<file path="src/rtl/tnoc_axi_write_outstanding_limiter.sv">
// Caps the number of in-flight AXI writes and keeps W data from leading its AW.
// Payloads pass straight through; only the handshakes are gated, using registered counters.
module tnoc_axi_write_outstanding_limiter #(
    parameter int ID_WIDTH        = 8,
    parameter int ADDR_WIDTH      = 64,
    parameter int DATA_WIDTH      = 64,
    parameter int MAX_OUTSTANDING = 4,
    parameter int CNT_WIDTH       = $clog2(MAX_OUTSTANDING + 1)
) (
    input  logic                    clk,
    input  logic                    rst,
    // Adapter side
    input  logic                    s_awvalid,
    output logic                    s_awready,
    input  logic [ID_WIDTH-1:0]     s_awid,
    input  logic [ADDR_WIDTH-1:0]   s_awaddr,
    input  logic [7:0]              s_awlen,
    input  logic [2:0]              s_awsize,
    input  logic [1:0]              s_awburst,
    input  logic                    s_wvalid,
    output logic                    s_wready,
    input  logic [DATA_WIDTH-1:0]   s_wdata,
    input  logic [DATA_WIDTH/8-1:0] s_wstrb,
    input  logic                    s_wlast,
    output logic                    s_bvalid,
    input  logic                    s_bready,
    output logic [ID_WIDTH-1:0]     s_bid,
    output logic [1:0]              s_bresp,
    // Slave side
    output logic                    m_awvalid,
    input  logic                    m_awready,
    output logic [ID_WIDTH-1:0]     m_awid,
    output logic [ADDR_WIDTH-1:0]   m_awaddr,
    output logic [7:0]              m_awlen,
    output logic [2:0]              m_awsize,
    output logic [1:0]              m_awburst,
    output logic                    m_wvalid,
    input  logic                    m_wready,
    output logic [DATA_WIDTH-1:0]   m_wdata,
    output logic [DATA_WIDTH/8-1:0] m_wstrb,
    output logic                    m_wlast,
    input  logic                    m_bvalid,
    output logic                    m_bready,
    input  logic [ID_WIDTH-1:0]     m_bid,
    input  logic [1:0]              m_bresp,
    // Status
    output logic [CNT_WIDTH-1:0]    o_outstanding,
    output logic                    o_error
);

    localparam logic [CNT_WIDTH-1:0] CNT_MAX = CNT_WIDTH'(MAX_OUTSTANDING);
    localparam logic [CNT_WIDTH-1:0] CNT_ONE = CNT_WIDTH'(1);

    logic [CNT_WIDTH-1:0] aw_count_q, aw_count_d;
    logic [CNT_WIDTH-1:0] w_credit_q, w_credit_d;
    logic                 error_q, error_d;
    logic                 aw_allow, w_allow;
    logic                 aw_hs, w_last_hs, b_hs;

    assign aw_allow = (aw_count_q < CNT_MAX);
    assign w_allow  = (w_credit_q != '0);

    assign m_awvalid = s_awvalid & aw_allow & ~rst;
    assign s_awready = m_awready & aw_allow & ~rst;
    assign m_wvalid  = s_wvalid  & w_allow  & ~rst;
    assign s_wready  = m_wready  & w_allow  & ~rst;
    assign s_bvalid  = m_bvalid  & ~rst;
    assign m_bready  = s_bready  & ~rst;

    assign m_awid    = s_awid;
    assign m_awaddr  = s_awaddr;
    assign m_awlen   = s_awlen;
    assign m_awsize  = s_awsize;
    assign m_awburst = s_awburst;
    assign m_wdata   = s_wdata;
    assign m_wstrb   = s_wstrb;
    assign m_wlast   = s_wlast;
    assign s_bid     = m_bid;
    assign s_bresp   = m_bresp;

    assign aw_hs     = m_awvalid & m_awready;
    assign w_last_hs = m_wvalid & m_wready & m_wlast;
    assign b_hs      = m_bvalid & m_bready;

    assign o_outstanding = aw_count_q;
    assign o_error       = error_q;

    // A response with nothing outstanding is flagged and the count saturates at zero;
    // the credit clamp keeps w_credit <= aw_count even if a slave answers before the data.
    always_comb begin
        aw_count_d = aw_count_q;
        w_credit_d = w_credit_q;
        error_d    = error_q;
        if (aw_hs) begin
            aw_count_d = aw_count_d + CNT_ONE;
            w_credit_d = w_credit_d + CNT_ONE;
        end
        if (b_hs) begin
            if (aw_count_q == '0) begin
                error_d = 1'b1;
            end else begin
                aw_count_d = aw_count_d - CNT_ONE;
            end
        end
        if (w_last_hs) begin
            w_credit_d = w_credit_d - CNT_ONE;
        end
        if (w_credit_d > aw_count_d) begin
            w_credit_d = aw_count_d;
        end
    end

    always_ff @(posedge clk or posedge rst) begin
        if (rst) begin
            aw_count_q <= '0;
            w_credit_q <= '0;
            error_q    <= 1'b0;
        end else begin
            aw_count_q <= aw_count_d;
            w_credit_q <= w_credit_d;
            error_q    <= error_d;
        end
    end

endmodule

</file>
<file path="config.mk">
export PLATFORM = sky130hd
export DESIGN_NAME = tnoc_axi_write_outstanding_limiter
export DESIGN_NICKNAME = d
export VERILOG_FILES = /design/src/rtl/tnoc_axi_write_outstanding_limiter.sv
export SDC_FILE = /design/constraint.sdc
export NUM_CORES = 1
export LEC_CHECK = 0
export BUFFER_PORTS_ARGS = -buffer_cell sky130_fd_sc_hd__buf_2
export CAP_MARGIN = 40
export CORE_AREA = 2 2 136 138
export CTS_CLUSTER_SIZE = 40
export DETAILED_ROUTE_END_ITERATION = 7
export DIE_AREA = 0 0 138 140
export PLACE_DENSITY_LB_ADDON = 0.15
export SKIP_LAST_GASP = 1
export SLEW_MARGIN = 10
export SYNTH_ARGS = -nofsm -noshare
export SYNTH_HDL_FRONTEND = slang
export SYNTH_SLANG_ARGS = --single-unit
</file>
<file path="constraint.sdc">
create_clock -name clk -period 3.8 [get_ports clk]
set_input_delay 0.76 -clock clk [delete_from_list [all_inputs] [get_ports clk]]
set_output_delay 0.76 -clock clk [all_outputs]
set_load 0.005 [all_outputs]
</file>
==> metrics.md, run 1 <==
| Metric | Value |
|---|---|
| Tightest Pin Transition | 0.367 ns |
| Ys Warns | 0 |
| CTS Hold Bufs | 0 |
| Post-CTS Resized | 0 |
| WL final | 3600 µm |
| Dpl cells | 314 |
| Num ports | 354 |
| Setup WS pre-CTS | 0.382 ns |
| Rows | 49 |
| Peak VDD IR | 0.164 mV |
| RSZ-0062 raised after global routing | no |
| ANT nets after route | 0 |
| Worst hold path class | reg2reg |
| Post-synthesis register bit count | 7 |
| Tmin final | 3.16 ns |
| Fill count | about 2100 |
| Leak | 0.471 nW |
| Placer Congestion | roughly 0.66 |
| Syn Area/Cell | 8.43 µm² |
| Final Cycle Share | approximately 83% |
| Layout cells sized above 1 | a little over two fifths |
| H-tree depth | 1 |
| Die Wd | ~140 µm |
| Final Hold Viols | 0 |
| Fin Clk Skew | 0.00285 ns |
| Post-DP HPWL | 3050 µm |
| EDFF count, synth | 0 |
| Crit Path Class | in2reg |
| Post-route DRC | 0 |
| Worst-path clk slew | 0.04 ns |
| # setup viols final | 0 |
| Pin count of the biggest net entering global routing | 10 |
| Drt first pass iters | 4 |
| Met3 wire len | 649 µm |
| Pins Over Slew Limit | 0 |
| Grt ovf | 0 |
| Vias in the first global route | 784 |
| CTS Root Cell | clkbuf_16 |
| Nets | approximately 280 |
| Crit path DAT | 3.28 ns |
| Cells after Synth | approximately 230 |
| Port-buffer cells | 19 |
| Crit path max fanout | 5 |
| Wire length per cell | 11.3 µm |
| Initial Util | ~11% |
| Post-synth top area cell | buf_4 |
| Maximum root-to-sink buffer count | 2 |
| Cell variety after synth | 29 |
| Critical Path Sink Type | flip-flop |
| Commonest cells post-synth | buf_4 (168), inv_1 (12), ha_1 (9) |
| Initial antenna violation count | 0 |
| Max Used Layer | met4 |
| Dominant synthesized flop cell | dfrtp_1 |
| Max cap viols | 0 |
| Metal2 WL | 1450 µm |
| Top-count cell post-synth | buf_4 |
| Final core occ | roughly 6.6% |
| First-pass GRT wire length | between 4000 and 5000 µm |
| Yosys top cell area share | 64.7% |
| Core ar. | approximately 18000 µm² |
| Top cells by area, synth | buf_4 (65%), dfrtp_1 (9.0%), ha_1 (5.8%), inv_1 (2.3%), mux2i_4 (2.3%) |
| Mapped cell area | 1950 µm² |
| Final Hold Slack | 0.477 ns |
| Post-synthesis async set-or-reset flop share | 100% |
| Power Density | 731 nW/µm² |
| CP Launch Type | input port |
| Setup TNS | 0 ns |
| DRT met1 WL | 972 µm |
| Total number of vias | approximately 720 |
| DRT iter0 DRCs | 10 |
| Status | finished clean |
| Synth Net Count | 416 |
| Vias per inst | approximately 2.3 |
| Synthesis-to-layout area growth | -40.1% |
| CTS tree | yes |
| Setup ws final | 0.636 ns |
| Post-CTS Setup Repair Bufs | 0 |
| Die H | roughly 140 µm |
| Die area | 19300 µm² |
| Clock Latency Late Sink | 0.23 ns |
| Slew headroom | 75.5% |
| Highest Clock Rate | 316 MHz |
| Worst EP required | between 3 and 4 ns |
| Antenna Diode Count | 0 |
| Register area share after synthesis | 8.99% |
| Global Route Usage Sum | roughly 3.6% |
| Fin cells | 318 |
| Clock Sinks | 7 |
| CTS buffer count | 3 |
-- worst paths after layout --
check	cells after the start	end	start	slack, ns
max	12	w_credit_q[1]	rst	0.64
min	1	o_error	o_error	0.48
max reg2reg	11	w_credit_q[1]	o_outstanding[2]	0.80
min reg2reg	1	o_error	o_error	0.48
max in group asynchronous	3	w_credit_q[2]	rst	2.87
min in group asynchronous	3	o_error	rst	0.66
-- logic make-up after synthesis --
logic type                 after synthesis  synth area share [%]
xor gates and xnor gates                 6                  4.24
AOI/OAI and AO/OA                        4                  1.41
buffers and inverters                  181                  67.6
and+or+nand+nor                         17                  6.42
adders and majority gates                9                  5.78
DFF                                      7                  8.99
muxes                                    7                  5.52
-- cell usage in the layout, fill, tap and decap left out --
cell type / netlist / routed
buf_2: 0 / 19
inv_1: 12 / 12
ha_1: 9 / 9
dfrtp_1: 7 / 7
buf_4: 168 / 4
xnor2_1: 3 / 3
clkbuf_16: 0 / 3
mux2i_4: 2 / 2
and2b_2: 2 / 2
xnor2_2: 2 / 2
nand2_1: 2 / 2
mux2i_2: 2 / 2
nor2b_1: 2 / 2
mux2i_1: 2 / 2
and3_1: 2 / 2
and4bb_1: 1 / 1
nand2b_1: 1 / 1
and3b_2: 1 / 1
nand3b_1: 1 / 1
nor4b_2: 1 / 1
xor3_1: 1 / 1
nand3_1: 1 / 1
a21oi_1: 1 / 1
or3_1: 1 / 1
o21ai_0: 1 / 1
a32oi_1: 1 / 1
mux2_4: 1 / 1
nor3b_1: 1 / 1
nor3_1: 1 / 1
a31o_2: 1 / 1
clkbuf_1: 0 / 1
-- critical path, stage by stage --
cell      delay [ns]
buf_2           0.11
and4bb_1        0.34
buf_4           0.21
mux2i_4         0.25
ha_1            0.26
mux2i_2         0.22
inv_1           0.07
ha_1            0.29
nor2b_1         0.11
o21ai_0         0.07
a32oi_1         0.25
mux2_4          0.32
-- layout make-up --
type	count	area [µm²]	share of cell area [%]
inverter	12	45.0	3.86
sequential	7	175	15.0
tap	229	287	24.6
clock buffer	4	78.8	6.76
multi-input combinational	43	455	39.1
timing repair buffer	23	125	10.7
-- flip-flops by register name (all words and copies together) (netlist names) --
register,count
o_outstanding,3
o_error,1
w_credit_q,3
-- stage by stage --
step	area [µm²]	power (mW)
3_3_place_gp	1090	0.705
2_1_floorplan	1950	0.660
4_1_cts	1170	0.877
5_1_grt	1170	0.940
3_5_place_dp	1090	0.688
6_report	1170	0.853
-- power by group --
part           leakage, nW  internal [mW]  switching (mW)
clock               0.0382          0.140          0.0432
sequential          0.0805          0.116          0.0532
combinational        0.353          0.272           0.228
-- routing by layer --
layer | GRT usage [%] | vias to the layer above
met4 | 6.50 | 0
met3 | 2.39 | 78
met5 | 0 | -
li1 | - | 262
met2 | 4.77 | 79
met1 | 2.57 | 299
Power figures use the tool's default switching activity.
==> run 2: changes to the inputs <==
- CORE_AREA: 2 2 136 138 -> 2 2 137 139
- DIE_AREA: 0 0 138 140 -> 0 0 139 141
- clock period: 3.8 -> 2.8 ns (I/O delays scaled with it)
==> run 2 against run 1 <==
Net effect:
- global-route usage barely moved
- largest cell class unchanged
- via count rose by 6.3%
- first-iteration DRC count rose by 70%
- critical endpoint unchanged
- core utilization rose by 1.0 points
- sequential power rose by 17%
==> metrics.md, run 2 (synthesis gave the netlist of run 1 again) <==
| Metric | Value |
|---|---|
| Status | finished clean |
| Commonest cells after routing, fill and taps aside | buf_4 (19), buf_2 (18), inv_1 (11) |
| Nets | 291 |
| Drt first pass iters | 3 |
| Crit path max-delay family | multiplexers |
| Die area | 19600 µm² |
| Area of the multi-input gates | roughly 530 µm² |
| Layout cells sized above 1 | between 50% and 60% |
| Post-DP HPWL | 3110 µm |
| Register Area | 175 µm² |
| Synthesis-to-layout area growth | -28.7% |
| Final Hold Viols | 0 |
| Final Hold Slack | 0.396 ns |
| Pins Over Slew Limit | 0 |
| Worst hold path class | in2async |
| Tmin final | 2.74 ns |
| Total number of vias | between 700 and 800 |
| Initial Util | 10.7% |
| Clock Latency Late Sink | 0.23 ns |
| Setup TNS | 0 ns |
| Antenna Diode Count | 0 |
| Crit Path Class | in2reg |
| Die Wd | around 140 µm |
| Total power | around 1.5 mW |
| Die H | 141 µm |
| Dpl cells | around 330 |
| Setup ws final | approximately 0.064 ns |
| Peak VDD IR | 0.249 mV |
| # setup viols final | 0 |
| Max cap viols | 0 |
| RSZ-0062 raised after global routing | yes |
| CTS buffer count | 3 |
| Setup WS pre-CTS | -0.278 ns |
| Initial antenna violation count | 0 |
| Tightest Pin Transition | 0.379 ns |
| CP Cell Sequence | buf_8 > and4bb_1 > buf_12 > mux2i_4 > ha_4 > mux2i_2 > inv_1 > ha_4 > nor2b_2 > o21ai_2 > a32oi_2 > mux2_4 |
| Crit path DAT | 2.85 ns |
| Worst EP required | 2.91 ns |
| DRT iter0 DRCs | 17 |
| Crit path max fanout | 6 |
| Fill count | approximately 2100 |
| WL final | 3710 µm |
| Num ports | 354 |
| ANT nets after route | 0 |
| Rows | 50 |
| Fin cells | 339 |
| Fin Clk Skew | 0.00269 ns |
| Slew headroom | 74.6% |
| Core ar. | about 18000 µm² |
| Critical Path Sink Type | flip-flop |
| Vias in the first global route | 840 |
| Wire length per cell | 10.9 µm |
| Highest Clock Rate | 366 MHz |
| DP Area | approximately 1200 µm² |
| R2R depth | 11 |
| Cell area after layout | roughly 1400 µm² |
| Global Route Usage Sum | 3.63% |
| Commonest non-fill, non-tap cell in the layout | buf_4 |
| Placer Congestion | 0.593 |
| Power Density | about 1100 nW/µm² |
| Buf+Inv Stages, Crit Path | 3 |
| CTS tree | yes |
| WP depth | 12 |
| Post-route DRC | 0 |
| Grt ovf | 0 |
| CP Launch Type | input port |
| Vias per inst | 2.25 |
| CP max-delay cell | mux2_4 |
| H-tree depth | 1 |
| CP most frequent cell | ha_4 |
| Maximum root-to-sink buffer count | 2 |
| Largest stage delay on the critical path | 0.32 ns |
| Final Cycle Share | between 90% and 100% |
| CTS Root Cell | clkbuf_16 |
| Worst-path clk slew | 0.04 ns |
| Port-buffer cells | 19 |
| Pin count of the biggest net entering global routing | 8 |
| Clock Sinks | 7 |
| Final core occ | 7.60% |
| First-pass GRT wire length | 5110 µm |
| Leak | 0.568 nW |
==> run 2: timing repair <==
item	4_1_cts	5_1_grt
cloned	0	0
endpoints found under the hold margin	0	0
gates resized for setup	4	7
pin swaps	0	1
hold buffers	0	0
buffers inserted	1	1
setup endpoints to repair	3	3
==> run 2: final timing paths <==
check / startpoint / end / slack [ns]
min in group clk: o_error / o_error / 0.48
min: rst / o_outstanding[1] / 0.40
min reg2reg: o_error / o_error / 0.48
max: rst / w_credit_q[1] / 0.06
max reg2reg: o_outstanding[2] / w_credit_q[1] / 0.10
max in group asynchronous: rst / w_credit_q[1] / 2.05
==> run 2: final cells by class <==
cell class,count,area share (%)
clock buffers,4,5.68
inverters,12,3.24
multi-input cells,43,38.1
flip-flops and latches,7,12.6
well taps,234,21.1
repair buffers,39,19.3
==> run 2: worst register-to-register path: stages (launching register included) <==
cell and delay, ns:
dfrtp_1 0.37, and4bb_1 0.31, buf_12 0.14, mux2i_4 0.27, ha_4 0.23, mux2i_2 0.16
inv_1 0.10, ha_4 0.27, nor2b_2 0.15, o21ai_2 0.07, a32oi_2 0.19, mux2_4 0.32
==> run 2: report_power, final <==
group | internal (mW) | switching, mW
clock network | 0.190 | 0.0563
logic | 0.613 | 0.450
registers | 0.158 | 0.0405
==> run 2: layer usage <==
layer / routed length [µm] / track usage [%] / up-vias
met1: 1020 / 2.59 / 352
li1: - / - / 296
met2: 1770 / 5.86 / 59
met4: 396 / 4.73 / 0
met3: 524 / 2.24 / 56
met5: 0 / 0 / -
==> run 3: changes to the inputs <==
- MAX_ROUTING_LAYER: not set -> met4
==> run 3 against run 2 <==
Net effect:
- sequential cell count stayed put
- cell count stayed put
- clock power hardly changed
- worst setup slack better by 0.0012 ns
- hold slack hardly changed
- first-iteration DRC count is 12% lower
- maximum frequency hardly changed
- via count is 0.39% higher
- combinational power hardly changed
- global-route usage is 0.10 points higher
- critical path type unchanged
- largest cell class unchanged
==> metrics.md, run 3 (synthesis gave the netlist of run 1 again) <==
| Metric | Value |
|---|---|
| Die area | 19600 µm² |
| Post-route DRC | 0 |
| Crit path max fanout | 6 |
| Grt ovf | 0 |
| Max cap viols | 0 |
| CP Cell Sequence | buf_8 > and4bb_1 > buf_12 > mux2i_4 > ha_4 > mux2i_2 > inv_1 > ha_4 > nor2b_2 > o21ai_2 > a32oi_2 > mux2_4 |
| Clock power share | 16.3% |
| Vias in the first global route | around 840 |
| Leak | 0.568 nW |
| CTS buffer count | 3 |
| Slew headroom | about three quarters |
| Antenna Diode Count | 0 |
| Final core occ | 7.60% |
| Die Wd | 139 µm |
| Global Route Usage Sum | 3.73% |
| Final Hold Viols | 0 |
| Net Switching | ~550 µW |
| Maximum root-to-sink buffer count | 2 |
| Status | finished clean |
| Seq pwr share | 13.2% |
| Switching share of power | 36.3% |
| Setup WS pre-CTS | -0.278 ns |
| Pins Over Slew Limit | 0 |
| CP most frequent cell | ha_4 |
| Fill count | 2144 |
| Worst hold path class | in2async |
| Die H | about 140 µm |
| Crit Path Class | in2reg |
| Wire length per cell | about 11 µm |
| Layout cells sized above 1 | 59.0% |
| Tightest Pin Transition | 0.379 ns |
| Initial Util | between 10% and 20% |
| DRT iter0 DRCs | 15 |
| Tmin final | between 2 and 3 ns |
| Pin count of the biggest net entering global routing | 8 |
| Initial antenna violation count | 0 |
| Drt first pass iters | 3 |
| R2R setup slack | 0.10 ns |
| H-tree depth | 1 |
| Clock Sinks | 7 |
| Final Cycle Share | approximately 98% |
| CTS Hold Bufs | 0 |
| First-pass GRT wire length | 5110 µm |
| CTS tree | yes |
| CTS Root Cell | clkbuf_16 |
| CP Launch Type | input port |
| Fin cells | 339 |
| DP Area | 1230 µm² |
| Crit path DAT | roughly 2.9 ns |
| Critical Path Sink Type | flip-flop |
| Rows | 50 |
| Internal cell power | ~960 µW |
| ANT nets after route | 0 |
| Commonest cells after routing, fill and taps aside | buf_4 (19), buf_2 (18), inv_1 (11) |
| Clock Latency Late Sink | 0.23 ns |
| Fin Clk Skew | about 0.0023 ns |
| Area of the multi-input gates | 529 µm² |
| Crit Reg-Reg Endpoint | w_credit_q[1] |
| Nets | 291 |
| Total number of vias | 766 |
| Port-buffer cells | 19 |
| Worst EP required | 2.91 ns |
| Highest Clock Rate | 366 MHz |
| Reg-to-reg startpoint | o_outstanding[2] |
| Peak VDD IR | 0.250 mV |
| Placer Congestion | 0.597 |
| Worst-path clk slew | ~0.040 ns |
| Vias per inst | 2.26 |
| Register Area | 175 µm² |
| Buf+Inv Stages, Crit Path | 3 |
| Num ports | 354 |
| Total power | 1.51 mW |
| Gate power share | 70.5% |
| Crit path max-delay family | multiplexers |
| WL final | roughly 3700 µm |
| CP max-delay cell | mux2_4 |
| Dpl cells | 333 |
| Post-DP HPWL | 3110 µm |
| R2R depth | 11 |
| Commonest non-fill, non-tap cell in the layout | buf_4 |
| Synthesis-to-layout area growth | -28.7% |
| Power Density | around 1100 nW/µm² |
| RSZ-0062 raised after global routing | yes |
| Setup ws final | 0.0654 ns |
| Largest stage delay on the critical path | 0.32 ns |
| Core ar. | 18300 µm² |
| Cell area after layout | 1390 µm² |
| # setup viols final | 0 |
==> run 3: how the worst max path moves through the flow <==
stage          startpoint            end  cells past startpoint
2_1_floorplan         rst  w_credit_q[1]                     11
3_3_place_gp          rst  w_credit_q[1]                     12
3_5_place_dp          rst  w_credit_q[1]                     12
4_1_cts               rst  w_credit_q[1]                     12
5_1_grt               rst  w_credit_q[2]                     13
6_report              rst  w_credit_q[1]                     12
==> run 3: cell type report <==
| type | instances | share of cell area (%) |
|---|---|---|
| sequential | 7 | 12.6 |
| multi-input combinational | 43 | 38.1 |
| tap | 234 | 21.1 |
| clock buffer | 4 | 5.68 |
| inverter | 12 | 3.24 |
| timing repair buffer | 39 | 19.3 |
==> run 3: repair_timing <==
action,CTS,global route
pin swaps,0,1
resized for setup,4,7
endpoints found under the setup margin,3,3
setup buffers,1,1
==> run 3: through the flow <==
stage / hold WS (ns) / setup TNS, ns
CTS: 0.413 / 0
floorplan: 0.374 / -0.0462
global placement: 0.460 / -0.716
finish: 0.396 / 0
detailed placement: 0.471 / -0.795
global route: 0.428 / -0.167
==> run 3: worst min-delay path, stage by stage <==
cell,delay (ns)
buf_8,0.10
buf_4,0.15
inv_1,0.18
==> run 3: layer usage <==
metal | track usage [%] | wire, µm
met1 | 2.53 | 1020
met2 | 5.91 | 1770
met3 | 2.24 | 526
met4 | 4.73 | 397
met5 | - | 0
==> run 3: power by group through the flow <==
stage | clock, mW | sequential (mW) | combinational (mW)
4_1_cts | 0.253 | 0.202 | 0.982
5_1_grt | 0.255 | 0.207 | 1.18
6_report | 0.247 | 0.199 | 1.06
2_1_floorplan | 0 | 0.212 | 0.739
3_3_place_gp | 0 | 0.204 | 0.980
3_5_place_dp | 0 | 0.203 | 0.958
